--- config.mk ---
export PLATFORM = sky130hd
export DESIGN_NAME = sdl_scan
export DESIGN_NICKNAME = d
export VERILOG_FILES = /design/src/rtl/sdl_scan.sv
export SDC_FILE = /design/constraint.sdc
export NUM_CORES = 1
export LEC_CHECK = 0
export BUFFER_PORTS_ARGS = -buffer_cell sky130_fd_sc_hd__buf_4
export CAP_MARGIN = 20
export CORE_MARGIN = 4
export CORE_UTILIZATION = 30
export DETAILED_ROUTE_END_ITERATION = 7
export HOLD_SLACK_MARGIN = 0.03
export PLACE_DENSITY = 0.58
export SLEW_MARGIN = 20
export SYNTH_ARGS = -nofsm -noshare
export SYNTH_HDL_FRONTEND = slang
export SYNTH_SLANG_ARGS = --single-unit
--- constraint.sdc ---
create_clock -name clock -period 4.8 [get_ports clock]
set_input_delay 1.2 -clock clock [delete_from_list [all_inputs] [get_ports clock]]
set_output_delay 1.2 -clock clock [all_outputs]
set_load 0.05 [all_outputs]
--- src/rtl/sdl_scan.sv ---
// sdl_scan: iterated down-left board shift FSM; define SDL_RAY_EN for the ray output and its accumulator
module sdl_scan #(
  parameter logic FILL = 1'b1
) (
  input  logic        clock,
  input  logic        reset,
  input  logic        start,
  input  logic [31:0] A,
  input  logic [2:0]  steps,
  output logic [31:0] A_shifted,
  output logic        busy,
`ifdef SDL_RAY_EN
  output logic [31:0] ray,
`endif
  output logic        done
);
  localparam logic [1:0] IDLE  = 2'd0;
  localparam logic [1:0] SHIFT = 2'd1;
  localparam logic [1:0] DONE  = 2'd2;
  localparam logic [31:0] KEEP   = 32'h7777_7770;
  localparam logic [31:0] BORDER = 32'h8888_888F;
  logic [1:0]  state;
  logic [2:0]  cnt;
  logic [31:0] work;
  logic [31:0] stepped;
`ifdef SDL_RAY_EN
  logic [31:0] acc;
`endif
  // one down-left step: square i takes square i-3, top row and right column get FILL
  always_comb stepped = ((work << 3) & KEEP) | ({32{FILL}} & BORDER);
  assign busy = state == SHIFT;
  assign done = state == DONE;
  // sequencing of load, shift steps and result capture
  always_ff @(posedge clock or posedge reset) begin
    if (reset) begin
      state     <= IDLE;
      cnt       <= 3'd0;
      work      <= 32'd0;
      A_shifted <= 32'd0;
`ifdef SDL_RAY_EN
      acc       <= 32'd0;
      ray       <= 32'd0;
`endif
    end else if (state == IDLE) begin
      if (start) begin
        work  <= A;
        cnt   <= steps;
        state <= (steps != 3'd0) ? SHIFT : DONE;
`ifdef SDL_RAY_EN
        acc   <= 32'd0;
        if (steps == 3'd0) ray <= 32'd0;
`endif
        if (steps == 3'd0) A_shifted <= A;
      end
    end else if (state == SHIFT) begin
      work <= stepped;
      cnt  <= cnt - 3'd1;
`ifdef SDL_RAY_EN
      acc  <= acc | stepped;
      if (cnt == 3'd1) ray <= acc | stepped;
`endif
      if (cnt == 3'd1) begin
        state     <= DONE;
        A_shifted <= stepped;
      end
    end else begin
      state <= IDLE;
    end
  end
endmodule
# After elaboration in Yosys (flattened, before gate mapping)
# Cells that the tools add are included.
[totals]
inputBits = 38
ff_bits = 65
out_inout_bits = 34
[op_classes]
n_eq_ne = 6
addsub = 1
n_reduce_logical = 8
n_mux = 16
[ops]
columns = ["operator", "n"]
rows = [
  ["$mux W32", 5],
  ["$mux W28", 3],
  ["$mux W2", 5],
  ["$mux W3", 3],
  ["$reduce_and A2 Y1", 2],
  ["$reduce_and A4 Y1", 1],
  ["$reduce_bool A2 Y1", 2],
  ["$eq A3 B1 Y1 const B", 1],
  ["$logic_not A3 Y1", 1],
  ["$ne A3 B1 Y1 const B", 1],
  ["$reduce_bool A3 Y1", 1],
  ["$sub A3 B1 Y3 const B", 1],
  ["$eq A2 B1 Y1 const B", 1],
  ["$eq A2 B2 Y1 const B", 1],
  ["$logic_not A2 Y1", 1],
  ["$ne A2 B1 Y1 const B", 1],
  ["$ne A2 B2 Y1 const B", 1],
]

# Depth between registers and ports, before layout
# Gate-level depths: netlist of the first run.
[logic_depth]
depth_word = 4
ltp_mapped = 6
ltp_nobuf = 5

# Least setup slack after synthesis of the first run
# No wires, ideal clock.
[synth_path]
path_type = "flip-flop to output port"
from = "register state[0]"
to = "output busy"
arrival_ns = 1.614
t_required_ns = 3.600
path_buffers = 2
path_stages_with_launch = 4
path_slack_ns = 1.986
path_cell_list = "dfrtp_1 clkbuf_1 clkbuf_1 nor2b_1"
[synth_between]
elab_chain_len = 1
[synth_rtl]
columns = ["item", "line", "text"]
rows = [
  ["start, declared", "22", "logic [1:0] state;"],
  ["start signal, assigned", "48", "state <= (steps != 3'd0) ? SHIFT : DONE;"],
  ["$eq A2 B1 Y1", "31", "assign busy = state == SHIFT;"],
  ["end, declared", "11", "output logic busy,"],
]
# No other way between the ends.

# Final worst setup path of the first run
[layout_path]
from = "input start"
to = "register A_shifted[7]"
[layout_between]
elab_chain_len = 2
[layout_rtl]
columns = ["item", "line", "text"]
rows = [
  ["start, declared", "7", "input logic start,"],
  ["$ne A2 B2 Y1 (no source line)", "n/a", ""],
  ["$reduce_and A4 Y1 (no source line)", "n/a", ""],
  ["end signal, assigned", "64", "A_shifted <= stepped;"],
  ["end, declared", "10", "output logic [31:0] A_shifted,"],
]
# No other way between the ends.
# A chain may end at the register's enable or synchronous reset.

==> results of run 1 <==
==> state kept, by name (all words and copies together), names as in the netlist <==
signal,cells
cnt,3
state,2
A_shifted,32
work,21
==> cell usage after synthesis, drive strengths merged <==
cell type  count
or3           13
clkbuf         6
o221a          1
buf            7
or2b           2
o21ai          9
o32ai          1
mux2i         14
nand2          8
nand2b         1
o21bai         1
nor2           5
mux2          44
a21oi          4
o22ai          2
dfrtp         58
a22o           1
ha             2
nand3          1
a2bb2oi        1
or3b           1
nor2b          1
inv           12
o22a           9
and3b          1
==> final cells by class <==
class	count	area, sq um
fill	851	5290
sequential	58	1450
multi-input combinational	122	1160
timing repair buffer	74	556
clock buffer	12	155
tap	108	135
inverter	12	45.0
clock inverter	3	15.0
==> how the worst max path moves through the flow <==
stage / start / endpoint / cells after the start
detailed placement: start / A_shifted[7]$_DFFE_PP0P_ / 5
CTS: start / A_shifted[7]$_DFFE_PP0P_ / 5
finish: start / A_shifted[7]$_DFFE_PP0P_ / 5
global route: start / A_shifted[7]$_DFFE_PP0P_ / 5
floorplan: state[0]$_DFFE_PP0P_ / busy / 3
global placement: start / A_shifted[7]$_DFFE_PP0P_ / 5
==> cells in the final DEF, fill, tap and decap left out <==
cell | netlist | final
mux2i_1 | 14 | 14
or2b_1 | 2 | 2
o32ai_4 | 1 | 1
clkbuf_8 | 0 | 11
nor2_2 | 0 | 2
nand2b_1 | 1 | 1
nor2b_1 | 1 | 1
and3b_1 | 1 | 1
clkbuf_1 | 6 | 1
mux2_4 | 22 | 22
clkinv_2 | 0 | 3
o22a_1 | 1 | 1
o22a_2 | 8 | 8
o22ai_1 | 2 | 2
inv_1 | 12 | 11
dfrtp_1 | 58 | 58
nand3_1 | 1 | 1
o21bai_1 | 1 | 1
a21oi_1 | 4 | 4
or3_1 | 13 | 13
or3b_1 | 1 | 1
ha_1 | 2 | 2
nor2_1 | 5 | 3
o221a_2 | 1 | 1
buf_4 | 0 | 74
nand2_1 | 8 | 8
a22o_1 | 1 | 1
o21ai_0 | 9 | 9
mux2_2 | 22 | 22
a2bb2oi_1 | 1 | 1
inv_2 | 0 | 1
==> metrics by stage <==
stage          area, sq um  std cells  hold slack, ns  total power [W]  setup WS [ns]
6_report              3520        389           0.481          0.00270           1.72
5_1_grt               3520        389           0.516          0.00288           1.62
4_1_cts               3510        389           0.491          0.00275           1.68
3_5_place_dp          3340        374           0.471          0.00234           1.32
3_3_place_gp          3340        374           0.460          0.00232           1.39
2_1_floorplan         2750        205           0.446          0.00195           1.99
==> worst min-delay path, cell delays in order (launching register included) <==
cell,delay [ns]
dfrtp_1,0.34
nand2_1,0.05
o21ai_0,0.06
==> power groups by stage <==
stage | Sequential [W] | Clock (W) | Combinational, W
detailed placement | 0.000887 | 0 | 0.00145
global route | 0.000916 | 0.000434 | 0.00153
CTS | 0.000883 | 0.000413 | 0.00145
finish | 0.000879 | 0.000394 | 0.00143
floorplan | 0.00129 | 0 | 0.000659
global placement | 0.000888 | 0 | 0.00143
==> cells by family after synthesis <==
kind of cell	Yosys count	synth area share, %
muxes	58	26.1
adders and majority gates	2	0.910
and+or+nand+nor	33	6.55
AOI/OAI and AO/OA	29	8.38
buffers and inverters	25	5.23
DFF	58	52.8
==> routing by layer <==
layer | vias to the layer above | GRT usage [%]
met2 | 53 | 18.9
met1 | 872 | 17.1
met3 | 9 | 4.73
met4 | 0 | 3.70
met5 | - | 0
li1 | 866 | -
==> reports/metrics.yaml, run 1 <==
run_status:
  status: "finished clean"
timing:
  final_max_slew_viol_count: 0
  finalHoldViolations: 0
  clock.fmax_ghz: 0.324
  finalCritPeriodShare_pct: 64.2
  fin_tns_setup_ns: 0
  setup_viol: 0
  min_period_ns: 3.08
  slew_headroom_pct: 40.1
  rsz0062_at_grt: "no"
  worstMarginPinSlew_ns: 0.897
  finClkSkew_ns: 0.00878
critical_path:
  crit_chain: "buf_4 -> or3b_1 -> o32ai_4 -> buf_4 -> mux2_2"
  critPathTopFamily: "buffers and inverters"
  crit_type: "input pin to flip-flop"
  cp_common_cell: "buf_4"
  regToRegSetupSlack_ns: 1.91
  critical_path.max_fanout: 21
  worst_path_largest_cell_delay_ns: 0.55
  path_buf_inv: 2
  r2r-end: "A_shifted[7]$_DFFE_PP0P_"
  worstSetupStartpointType: "input pin"
  r2r-start: "state[1]$_DFFE_PP0P_"
  critPathRequiredTime_ns: 5.02
  worstPathArrival_ns: 3.30
  end_kind: "flip-flop"
  critical-path-slowest-cell: "or3b_1"
  r2r_cells: 4
route:
  ant_nets: 0
  drt-wirelength-per-cell_microns: 16.2
  via_per_inst: 4.63
  drtIter0Drc: 91
  met3WireLength_microns: 313
  wl_met2_microns: 2970
  top_layer: "met4"
  dr.pass1.iters: 4
  wirelength_microns: 6310
  vias: 1800
  drc: 0
  wl_met1_microns: 2950
yosys:
  yosys.area.top_type: "dfrtp_1"
  yosysUniqueCellTypes: 30
  synth.top_cell.area_share_pct: 52.8
  synthCells: 205
  synth_fp_nets: 245
  ys_seq_elements: 58
  synth_area_sq_mm: 0.00275
  yosys-top-cells-area: "dfrtp_1 53%, mux2_4 12%, mux2_2 9.0%, mux2i_1 5.1%, or3_1 3.0%"
  seq_area_frac_synth_pct: 52.8
  avgSynthCellArea_sq_um: 13.4
  ys_warn_count: 0
global_routing:
  antenna_found_initial: 0
  grt_pass1_wl_microns: 10700
  grt_pass1_vias: 1976
  grt-ovfl-total: 0
  track_usage_pct: 12.6
  grt_max_degree: 59
power:
  power_density_mw_per_mm2: 769
  ir_worst_vdd_mv: 0.344
  p_seq_share_pct: 32.5
  p_sw_share_pct: 43.9
  p_switching_w: 0.00119
  clkPwrFrac_pct: 14.6
  p_int_w: 0.00152
  leakagePower_nw: 1.55
  p_comb_share_pct: 52.9
floorplanning:
  initial_utilization_pct: 31.2
  die_w_microns: 104
  ios: 72
  die_area_sq_mm: 0.0108
  core_region_area_sq_mm: 0.00881
  rows: 34
  die_h_microns: 104
worst_hold_path:
  holdCritPathClass: "flip-flop to flip-flop"
  hold_end: "work[9]$_DFFE_PP0P_"
  holdPathStages: 2
  hp-start: "work[9]$_DFFE_PP0P_"
place:
  place_hpwl_microns: 4350
  numPortBuffers: 71
  globalplace.congestion: 0.720
clock_network:
  tritoncts: "yes"
  cts_root_buffer: "clkbuf_8"
  clk_latency_ns: 0.33
  path_clk_slew_ns: 0.06
  cts_buffers: 9
  cts_sinks: 58
  cts_setup_buffers: 0
  ctsHtreeMaxLevel: 3
  clock_path_buffers: 2
  cts_hold_buf: 0
  cts_resized: 0
finish:
  post-route-util_pct: 39.9
  areaGrowthSynthToFinish_pct: 27.9
  antenna_cells: 0
  nets: 317
  drive_gt1_share_pct: 51.6
job:
  drv_cap: 0
(Power assumes the default switching activity.)
==> run 2: changes to the inputs <==
- PLACE_DENSITY: 0.58 -> 0.6
- clock period: 4.8 -> 2.6 ns (I/O delays scaled with it)
==> run 2 against run 1 <==
Against the previous run:
- power up 87%
- critical path depth down 2
- final cell count up 1.5%
- global-route usage down 0.23 points
- register-to-register slack worse by 1.2 ns
- combinational power up 94%
==> reports/metrics.yaml, run 2 (synthesis gave the netlist of run 1 again) <==
route:
  drt-wirelength-per-cell_microns: 16.2  # +0.17%
  via_per_inst: 4.64  # +0.23%
  ant_nets: 0  # unchanged
  vias: 1832  # +1.8%
  dr.pass1.iters: 4  # unchanged
  drtIter0Drc: 45  # -51%
  wirelength_microns: 6410  # +1.7%
  drc: 0  # unchanged
timing:
  setup_viol: 0  # unchanged
  finalCritPeriodShare_pct: 79.4
  timing.hold.ws_ns: 0.394  # -0.0870 ns
  rsz0062_at_grt: "no"
  finClkSkew_ns: 0.00613  # -0.00265 ns
  finalHoldViolations: 0  # unchanged
  final_max_slew_viol_count: 0  # unchanged
  clock.fmax_ghz: 0.485
  worstMarginPinSlew_ns: 0.929  # +0.0319 ns
  slew_headroom_pct: 37.9  # -2.1 points
  min_period_ns: 2.06
  worst_slack_ns: 0.536  # -1.18 ns
  fin_tns_setup_ns: 0  # unchanged
clock_network:
  cts_buffers: 9  # unchanged
  cts_setup_buffers: 0  # unchanged
  cts_sinks: 58  # unchanged
  ctsHtreeMaxLevel: 3  # unchanged
  clk_latency_ns: 0.32  # about the same
  tritoncts: "yes"
  path_clk_slew_ns: 0.07  # about the same
  cts_root_buffer: "clkbuf_8"
  clock_path_buffers: 2  # unchanged
  cts_resized: 0  # unchanged
  cts_hold_buf: 0  # unchanged
critical_path:
  worstPathArrival_ns: 1.41  # -1.89 ns
  critPathRequiredTime_ns: 1.95  # -3.07 ns
  regToRegSetupSlack_ns: 0.71  # -1.20 ns
  crit_type: "flip-flop to primary output"
  r2r_cells: 4  # unchanged
  r2r-start: "state[0]$_DFFE_PP0P_"
  worstSetupStartpointType: "flip-flop"
  critical_path.max_fanout: 18  # -14%
  end_kind: "primary output"
  r2r-end: "A_shifted[8]$_DFFE_PP0P_"
finish:
  drive_gt1_share_pct: 52.3  # +0.66 points
  final_common_cell: "buf_4"
  post-route-util_pct: 40.7  # +0.77 points
  fin_cells: 395  # +1.5%
  multi_input_area_sq_mm: 0.00116  # -0.22%
  reg_top3: "A_shifted: 32 flops, work: 21 flops, cnt: 3 flops"
  nets: 323  # +1.9%
  regMostFlops: "A_shifted"
  largest_register_ffs: 32  # unchanged
  areaGrowthSynthToFinish_pct: 30.4
  n_fill_cell: 861  # +1.2%
  seq_area_sq_mm: 0.00145  # unchanged
  layout_common_cells: "78 x buf_4, 58 x dfrtp_1, 22 x mux2_4, 22 x mux2_2, 14 x mux2i_1"
  antenna_cells: 0  # unchanged
place:
  numPortBuffers: 71  # unchanged
  dp_slack_ns: 0.345  # -0.973 ns
  dp_cells: 380  # +1.6%
  place_hpwl_microns: 4550  # +4.6%
  globalplace.congestion: 0.685  # -4.8%
floorplanning:
  ios: 72  # unchanged
  initial_utilization_pct: 31.2  # unchanged
  core_region_area_sq_mm: 0.00881  # unchanged
  rows: 34  # unchanged
  die_area_sq_mm: 0.0108  # unchanged
  die_h_microns: 104  # unchanged
  die_w_microns: 104  # unchanged
power:
  power_density_mw_per_mm2: 1410  # +84%
  leakagePower_nw: 1.58  # +2.3%
  ir_worst_vdd_mv: 0.512  # +49%
run_status:
  status: "finished clean"
global_routing:
  track_usage_pct: 12.4  # -0.23 points
  grt_pass1_wl_microns: 10400  # -2.3%
  grt.met3_usage_pct: 4.10  # -0.62 points
  grtUsageMet2_pct: 19.0  # +0.093 points
  grt_max_degree: 34  # -42%
  grt-ovfl-total: 0  # unchanged
  busiest_layer: "met2"
  groute.layer.met1.usage_pct: 16.1  # -0.97 points
  antenna_found_initial: 0  # unchanged
  grt_pass1_vias: 1915  # -3.1%
worst_hold_path:
  holdCritPathClass: "input pin to async pin"
job:
  drv_cap: 0  # unchanged
==> run 2: worst max-delay path, stage by stage, from the launching register on <==
cell and delay, ns:
dfrtp_1 0.39, buf_4 0.26, nor2b_1 0.21, buf_4 0.22
==> run 2: worst max-delay path by stage <==
| stage | startpoint | endpoint | slack [ns] | cells after the start |
|---|---|---|---|---|
| floorplan | state[0]$_DFFE_PP0P_ | busy | 0.34 | 3 |
| global placement | start | A_shifted[8]$_DFFE_PP0P_ | 0.40 | 5 |
| detailed placement | start | A_shifted[8]$_DFFE_PP0P_ | 0.35 | 5 |
| CTS | state[0]$_DFFE_PP0P_ | busy | 0.50 | 3 |
| global route | state[0]$_DFFE_PP0P_ | busy | 0.41 | 3 |
| finish | state[0]$_DFFE_PP0P_ | busy | 0.54 | 3 |
==> run 2: power breakdown <==
part	total, W	switching (W)	internal (W)
Clock	0.000728	0.000340	0.000388
Combinational	0.00278	0.00163	0.00115
Sequential	0.00156	0.000240	0.00132
==> run 2: per-layer routing <==
layer / wire [microns] / share of wire [%]
met1: 2980 / 47
met3: 365 / 5.7
met2: 2980 / 46
met4: 83 / 1.3
met5: 0 / 0
==> run 2: final cells by class <==
type / instances / share of cell area [%]
Clock inverter: 3 / 0.419
Clock buffer: 12 / 4.33
Sequential cell: 58 / 40.5
Timing Repair Buffer: 80 / 17.5
Tap cell: 108 / 3.77
Inverter: 12 / 1.26
Multi-Input combinational cell: 122 / 32.3
==> run 2: metrics by stage <==
step | power [W] | area (sq um)
global route | 0.00539 | 3580
floorplan | 0.00360 | 2750
global placement | 0.00434 | 3410
detailed placement | 0.00440 | 3410
finish | 0.00506 | 3580
CTS | 0.00515 | 3580
==> run 3: changes to the inputs <==
- PLACE_DENSITY: 0.6 -> 0.58
- clock period: 2.6 -> 2.1 ns (I/O delays scaled with it)
==> run 3 against run 2 <==
Against the previous run:
- routed wire length down 1.9%
- non-clock buffer count rose by 8
- hold slack got worse by 0.14 ns
- count of clock-buffer cells in the layout decreased by 1
- critical endpoint is now done
- highest routed layer unchanged
==> reports/metrics.yaml, run 3 (synthesis gave the netlist of run 1 again) <==
floorplanning:
  die_w_microns: 104  # unchanged
  die_area_sq_mm: 0.0108  # unchanged
  die_h_microns: 104  # unchanged
  ios: 72  # unchanged
  initial_utilization_pct: 31.2  # unchanged
  core_region_area_sq_mm: 0.00881  # unchanged
  rows: 34  # unchanged
place:
  place_hpwl_microns: 4620  # +1.6%
  dpl_cell_area_sq_mm: 0.00348  # +1.8%
  numPortBuffers: 71  # unchanged
  globalplace.congestion: 0.769  # +12%
global_routing:
  grt_pass1_wl_microns: 10300  # -0.85%
  grt-ovfl-total: 0  # unchanged
  grt_pass1_vias: 2026  # +5.8%
  track_usage_pct: 12.1  # -0.28 points
  grt_max_degree: 36  # +5.9%
  antenna_found_initial: 0  # unchanged
critical_path:
  r2r_cells: 4  # unchanged
  crit_type: "flip-flop to primary output"
  worstSetupStartpointType: "flip-flop"
  crit_chain: "buf_4 -> inv_1 -> nor2_1 -> buf_4"
  critPathRequiredTime_ns: 1.57  # -0.38 ns
  worst_path_largest_cell_delay_ns: 0.36  # -0.03 ns
  regToRegSetupSlack_ns: 0.25  # -0.46 ns
  r2r-start: "state[0]$_DFFE_PP0P_"
  cp_common_cell: "buf_4"
  r2r-end: "A_shifted[7]$_DFFE_PP0P_"
  critical-path-slowest-cell: "dfrtp_1"
  worstPathArrival_ns: 1.42  # about the same
  critical_path.max_fanout: 23  # +5
  end_kind: "primary output"
clock_network:
  tritoncts: "yes"
  clk_latency_ns: 0.33  # about the same
  cts_sinks: 58  # unchanged
  ctsHtreeMaxLevel: 3  # unchanged
  cts_buffers: 9  # unchanged
  cts_root_buffer: "clkbuf_8"
  cts_hold_buf: 0  # unchanged
  cts_setup_buffers: 0  # unchanged
  cts_resized: 0  # unchanged
  path_clk_slew_ns: 0.06  # about the same
  clock_path_buffers: 2  # unchanged
route:
  drc: 0  # unchanged
  drt-wirelength-per-cell_microns: 15.6  # -4.1%
  drtIter0Drc: 53  # +18%
  vias: 1864  # +1.7%
  via_per_inst: 4.61  # -0.52%
  wirelength_microns: 6290  # -1.9%
  dr.pass1.iters: 4  # unchanged
  ant_nets: 0  # unchanged
timing:
  finalCritPeriodShare_pct: 92.6
  final_max_slew_viol_count: 0  # unchanged
  finalHoldViolations: 0  # unchanged
  clock.fmax_ghz: 0.514
  worstMarginPinSlew_ns: 0.436  # -0.493 ns
  setup_viol: 0  # unchanged
  finClkSkew_ns: 0.00811  # +0.00197 ns
  fin_tns_setup_ns: 0  # unchanged
  min_period_ns: 1.94
  slew_headroom_pct: 70.9  # +33 points
  rsz0062_at_grt: "no"
power:
  ir_worst_vdd_mv: 0.674  # +32%
  power_density_mw_per_mm2: 1780  # +26%
  leakagePower_nw: 1.64  # +3.5%
finish:
  multi_input_area_sq_mm: 0.00116  # +0.22%
  drive_gt1_share_pct: 54.1  # +1.8 points
  areaGrowthSynthToFinish_pct: 34.4
  final_common_cell: "buf_4"
  n_fill_cell: 858  # -0.35%
  reg_top3: "A_shifted: 32 flops, work: 21 flops, cnt: 3 flops"
  seq_area_sq_mm: 0.00145  # unchanged
  regMostFlops: "A_shifted"
  design_area_sq_mm: 0.00369  # +3.1%
  layout_common_cells: "86 x buf_4, 58 x dfrtp_1, 22 x mux2_4, 22 x mux2_2, 14 x mux2i_1"
  antenna_cells: 0  # unchanged
  nets: 331  # +2.5%
  largest_register_ffs: 32  # unchanged
job:
  drv_cap: 0  # unchanged
run_status:
  status: "finished clean"
worst_hold_path:
  holdCritPathClass: "input pin to async pin"
run 3: cell count changes in the layout (fill, tap and decap cells not counted):
cell and change:
buf_4 +8, clkbuf_8 -1, bufinv_16 +2, clkinv_2 -1, clkinvlp_4 +1, nor2b_1 -1
nor2b_2 +1
run 3: final cells by class:
type	instances	area share, %
Multi-Input combinational cell	122	31.4
Sequential cell	58	39.3
Timing Repair Buffer	88	18.6
Tap cell	108	3.66
Inverter	12	1.22
Clock inverter	5	2.10
Clock buffer	11	3.83
run 3: worst max-delay path, delay by kind of cell, from the launching register on:
family	cells	cell delay (ns)
flops	1	0.36
simple gates	1	0.11
buf+inv	3	0.62
run 3: worst max-delay path by stage:
| stage | slack (ns) | to | startpoint | cells after the start |
|---|---|---|---|---|
| after floorplan | 0.11 | A_shifted[0]$_DFFE_PP0P_ | start | 6 |
| after global placement | 0.13 | A_shifted[8]$_DFFE_PP0P_ | steps[1] | 5 |
| after detailed placement | 0.10 | A_shifted[7]$_DFFE_PP0P_ | steps[1] | 5 |
| after CTS | 0.12 | done | state[1]$_DFFE_PP0P_ | 4 |
| after global routing | 0.03 | done | state[1]$_DFFE_PP0P_ | 4 |
| final | 0.16 | done | state[1]$_DFFE_PP0P_ | 4 |
run 3: per-layer routing:
layer  up-vias  GRT usage (%)  share of wire, %
met2        52           19.0                47
met1       904           15.7                47
met4         0           4.84               1.5
met5         -              0                 0
met3        12           3.61               5.2
li1        896              -                 -
run 3: report_power, final:
| part | switching (W) | leakage, nW | internal [W] |
|---|---|---|---|
| clock | 0.000440 | 0.109 | 0.000697 |
| sequential | 0.000303 | 0.626 | 0.00163 |
| combinational | 0.00202 | 0.902 | 0.00149 |
run 3: per-stage QoR:
stage                     hold WS [ns]  power (W)  instances  setup WS [ns]  util, %
after CTS                        0.242    0.00669        404          0.124     42.0
after global placement           0.458    0.00546        388          0.131     39.5
after detailed placement         0.471    0.00551        388          0.103     39.5
final                            0.251    0.00658        404          0.156     42.0
after global routing             0.271    0.00698        404         0.0328     42.0
after floorplan                  0.446    0.00446        205          0.113        -
